File: src/rtl/lifo_arb.sv
// Round-robin arbiter that lets NUM_REQ requesters share one external LIFO,
// with a flush sequencer that drains the LIFO and reports completion.
module lifo_arb #(
   parameter int NUM_REQ = 4,
   parameter int DWIDTH  = 8,
   parameter int AWIDTH  = 4
) (
   input  logic                          clk_i,
   input  logic                          srst_i,
   input  logic [NUM_REQ-1:0]            req_valid_i,
   input  logic [NUM_REQ-1:0]            req_pop_i,
   input  logic [NUM_REQ*DWIDTH-1:0]     req_data_i,
   output logic [NUM_REQ-1:0]            req_ready_o,
   output logic                          rsp_valid_o,
   output logic [$clog2(NUM_REQ)-1:0]    rsp_id_o,
   output logic [DWIDTH-1:0]             rsp_data_o,
   input  logic                          flush_i,
   output logic                          flush_done_o,
   output logic                          lifo_wrreq_o,
   output logic [DWIDTH-1:0]             lifo_data_o,
   output logic                          lifo_rdreq_o,
   input  logic [DWIDTH-1:0]             lifo_q_i,
   input  logic                          lifo_empty_i,
   input  logic                          lifo_full_i,
   input  logic [AWIDTH:0]               lifo_usedw_i
);

   localparam int IDW = $clog2(NUM_REQ);
   localparam logic [AWIDTH:0] DEPTH = (AWIDTH+1)'(2**AWIDTH);

   typedef enum logic [1:0] {ST_IDLE, ST_FLUSH, ST_DONE} state_t;

   state_t             state_q, state_d;
   logic [IDW-1:0]     rr_ptr;
   logic [IDW-1:0]     grant_idx;
   logic               grant_found;
   logic               grant_active;
   logic               gnt_pop;
   logic [NUM_REQ-1:0] eligible;
   logic               rsp_pending_q;
   logic [IDW-1:0]     rsp_id_q;
   logic               lifo_empty;
   logic               lifo_full;

   // Either status source blocking an operation is enough to hold it off.
   assign lifo_empty = lifo_empty_i | (lifo_usedw_i == '0);
   assign lifo_full  = lifo_full_i  | (lifo_usedw_i == DEPTH);

   // NOTE: every variable written in always_comb gets a default first, so no path leaves it unassigned and no latch is inferred.
   always_comb begin
      eligible = '0;
      for (int i = 0; i < NUM_REQ; i++) begin
         eligible[i] = req_valid_i[i] & (req_pop_i[i] ? !lifo_empty : !lifo_full);
      end
   end

   // Round-robin search beginning at rr_ptr, wrapping modulo NUM_REQ.
   always_comb begin
      int idx;
      grant_found = 1'b0;
      grant_idx   = '0;
      idx         = 0;
      for (int j = 0; j < NUM_REQ; j++) begin
         idx = int'(rr_ptr) + j;
         if (idx >= NUM_REQ) idx = idx - NUM_REQ;
         if (!grant_found && eligible[IDW'(idx)]) begin
            grant_found = 1'b1;
            grant_idx   = IDW'(idx);
         end
      end
   end

   assign grant_active = grant_found && (state_q == ST_IDLE) && !srst_i;
   assign gnt_pop      = req_pop_i[grant_idx];

   assign req_ready_o  = grant_active ? (NUM_REQ'(1) << grant_idx) : '0;
   assign lifo_wrreq_o = grant_active & !gnt_pop;
   assign lifo_rdreq_o = (grant_active & gnt_pop)
                       | ((state_q == ST_FLUSH) & !srst_i & !lifo_empty);
   assign lifo_data_o  = req_data_i[grant_idx*DWIDTH +: DWIDTH];

   always_comb begin
      state_d = state_q;
      case (state_q)
         ST_IDLE:  if (flush_i)    state_d = ST_FLUSH;
         ST_FLUSH: if (lifo_empty) state_d = ST_DONE;
         ST_DONE:                  state_d = ST_IDLE;
         default:                  state_d = ST_IDLE;
      endcase
   end

   // NOTE: sequential state uses non-blocking assignments so every register samples pre-edge values, independent of statement order.
   always_ff @(posedge clk_i) begin
      if (srst_i) begin
         state_q       <= ST_IDLE;
         rr_ptr        <= '0;
         rsp_pending_q <= 1'b0;
         rsp_id_q      <= '0;
      end else begin
         state_q       <= state_d;
         rsp_pending_q <= grant_active & gnt_pop;
         if (grant_active) begin
            rr_ptr <= (grant_idx == IDW'(NUM_REQ-1)) ? '0 : grant_idx + 1'b1;
            if (gnt_pop) rsp_id_q <= grant_idx;
         end
      end
   end

   // Outputs are masked while reset is held so an in-flight pop or DONE never leaks out.
   assign rsp_valid_o  = rsp_pending_q & !srst_i;
   assign rsp_id_o     = srst_i ? '0 : rsp_id_q;
   assign rsp_data_o   = lifo_q_i;
   assign flush_done_o = (state_q == ST_DONE) & !srst_i;

endmodule

File: config.mk
export PLATFORM = sky130hd
export DESIGN_NAME = lifo_arb
export DESIGN_NICKNAME = d
export VERILOG_FILES = /design/src/rtl/lifo_arb.sv
export SDC_FILE = /design/constraint.sdc
export NUM_CORES = 1
export LEC_CHECK = 0
export CORE_MARGIN = 8
export CORE_UTILIZATION = 35
export DETAILED_ROUTE_END_ITERATION = 6
export GPL_TIMING_DRIVEN = 0
export PLACE_DENSITY = 0.86
export SETUP_SLACK_MARGIN = 0.4
export SKIP_LAST_GASP = 1
export SLEW_MARGIN = 20
export SYNTH_ARGS = -nofsm -noshare
export SYNTH_HDL_FRONTEND = slang
export SYNTH_SLANG_ARGS = --single-unit
File: constraint.sdc
create_clock -name clk_i -period 5.9 [get_ports clk_i]
set_input_delay 0.59 -clock clk_i [delete_from_list [all_inputs] [get_ports clk_i]]
set_output_delay 0.59 -clock clk_i [all_outputs]
set_load 0.01 [all_outputs]
==> flow_summary.toml <==
[detailed_routing]
wl_um = 3890
wl_per_cell_um = 16.5
drc_errors = 0
drt-vias-per-instance = 5.33
drtIter0Drc = 74
firstDrtPassIters = 4
ant_nets = 0
vias = 1257

[timing]
rsz0062_at_grt = "no"
period_share = 0.767
hold_violations = 0
slew_violations = 0
min_period_ns = 4.52
fmax_ghz = 0.221
setup_tns_ns = 0
maxSlewHeadroom = 0.715
fin_ws_ns = 1.38
setup_violations = 0
tightest_slew_ns = 0.427
finClkSkew_ns = 0.00467

[final_layout]
regArea_um2 = 140
drive_gt1_frac = 0.137
multi_input_area_um2 = 759
synthToLayoutAreaGrowth_pct = 79.3
fill_cells = 244
diodes = 0
final_cells = 236
nNetsFinal = 268

[clock_tree]
cts_tree = "built"
clock_latency_ns = 0.25
clk_pin_slew_ns = 0.06
clock-root-buffer = "clkbuf_4"
htreeDepth = 1
cts.sinks = 7
cts_hold_buf = 0
cts_buffer_depth = 2
post_cts_buffers = 0
cts_resized = 0
cts_made_buffers = 3

[power]
p_leak_nw = 0.744
power_density_mw_per_mm2 = 155
vdd_ir_drop_max_v = 0.000175

[placed_design]
port_buffers = 74
gp_congestion = 0.783
dpl.hpwl_um = 3340
post-place-cells = 232
post-place-ws_ns = 1.41

[die]
die_h_um = 69.9
die_x_um = 69.9
dieArea_mm2 = 0.00489
core_region_area_mm2 = 0.00276
rows = 19
io_pins = 84
initial_core_util = 0.369

[hold_path]
hold_path_class = "register to register"
whs_endpoint = "state_q[0]"
worstHoldStart = "state_q[1]"
hold_depth = 1

[synthesis]
syn_inst = 127
synth_seq_area_share = 0.138
syn_nets = 189
synthFlopType = "dfxtp_1"
yosys.area.top_type_share = 0.138
synthArstFlopShare = 0
netlist_area_mm2 = 0.00102
yosys_warnings = 0
netlist_top_cells_area = "dfxtp_1 14%, mux2i_1 9.8%, and2_1 8.0%, a211oi_1 7.4%, buf_4 7.4%"
synth_common_cells = "13 x and2_1, 13 x nor2_1, 12 x a21oi_1"
synth.distinct_cells = 36
syn_area_per_cell_um2 = 8.01
synth_edf_count = 0
ys_ff_latch = 7
yosys.area.top_type = "dfxtp_1"

[worst_setup_path]
r2r_start = "rr_ptr[1]"
worstSetupPathType = "input port to output port"
cpPeakStageDelay_ns = 0.54
rr_endpoint = "rsp_id_q[1]"
path_depth = 10
reg2regPathDepth = 6
cp_slowest_cell = "clkdlybuf4s50_1"
crit_required_ns = 5.31
critPathArrivalTime_ns = 3.93
reg2reg_slack_ns = 3.73
crit_family = "buffers and inverters"
crit_path_end_kind = "output port"
cp_max_fo = 5
path_cells = "clkdlybuf4s50_1 > nor4_4 > nand2_1 > a32o_1 > a222oi_1 > o311a_2 > mux2_4 > mux2_1 > nor2_1 > clkdlybuf4s50_1"
startpoint_type = "input port"
critical_path_buf_inv_count = 2
path_common_cell = "clkdlybuf4s50_1"

[global_route]
antenna_found_initial = 0
grt_max_degree = 12
grt_pass1_wl_um = 6200
grt_overflow_total = 0
grt_usage = 0.150
grt_pass1_vias = 1366

[outcome]
outcome = "finished clean"

[job]
drv_cap = 0
==> logic make-up after synthesis <==
kind of cell | count (synthesis) | share of synthesized area
buffers and inverters | 19 | 0.116
AND/OR/NAND/NOR | 47 | 0.264
adder cells (fa/ha/maj) | 4 | 0.0492
flip-flops | 7 | 0.138
AO/OA/AOI/OAI | 36 | 0.279
multiplexers | 14 | 0.154
==> registers in the layout, indices dropped and copies added (netlist names) <==
signal / flops
rsp_id_q: 2
rsp_pending_q: 1
rr_ptr: 2
state_q: 2
==> power by group <==
group	switching (mW)	internal (mW)
clock	0.0192	0.0248
sequential	0.00329	0.0521
combinational	0.0785	0.104
total	0.101	0.181
==> layer usage <==
metal | GRT usage | up-vias | wire [um]
met5 | 0 | - | 0
met4 | 0.0335 | 0 | 10
met3 | 0.0593 | 2 | 356
met2 | 0.288 | 56 | 2140
met1 | 0.144 | 585 | 1390
li1 | - | 614 | -
==> worst max path at each step <==
| stage | start | end | slack, ns |
|---|---|---|---|
| floorplan | lifo_usedw_i[1] | lifo_wrreq_o | 2.59 |
| finish | lifo_usedw_i[1] | lifo_wrreq_o | 1.38 |
| CTS | lifo_usedw_i[1] | lifo_wrreq_o | 1.41 |
| global route | lifo_usedw_i[1] | req_ready_o[1] | 1.21 |
| detailed placement | lifo_usedw_i[1] | lifo_wrreq_o | 1.41 |
| global placement | lifo_usedw_i[1] | req_ready_o[1] | 1.49 |
==> cells in the final DEF (no fill, tap or decap), drive strengths merged <==
cell type       n
nor3            1
clkbuf          4
nor3b           1
nand2b          2
and2           13
o2bb2ai         1
a32oi           3
nor4            1
mux2i          10
nand3           2
clkinv          1
a22oi           1
buf            12
inv             6
nor2           13
a222oi          2
o21ai           2
a211oi         10
a21oi          12
nor2b           4
ha              4
and3b           3
dfxtp           7
nand2           6
o311a           1
o21a            1
or2             1
clkdlybuf4s50  74
a41oi           1
mux2            4
a32o            2
==> cell type report <==
class	count	share of cell area
multi-input combinational	101	0.416
timing repair buffer	74	0.406
sequential	7	0.0768
buffer	13	0.0521
tap	31	0.0213
clock buffer	3	0.0123
inverter	6	0.0123
clock inverter	1	0.00274
==> stage by stage <==
step | instance area [um^2] | total power [mW] | utilization | hold WS [ns]
2_1_floorplan | 1020 | 0.149 | - | 0.454
3_3_place_gp | 1800 | 0.233 | 0.652 | 0.473
3_5_place_dp | 1800 | 0.239 | 0.652 | 0.489
4_1_cts | 1820 | 0.285 | 0.662 | 0.502
5_1_grt | 1820 | 0.304 | 0.662 | 0.544
6_report | 1820 | 0.282 | 0.662 | 0.500
(Power assumes the default switching activity.)
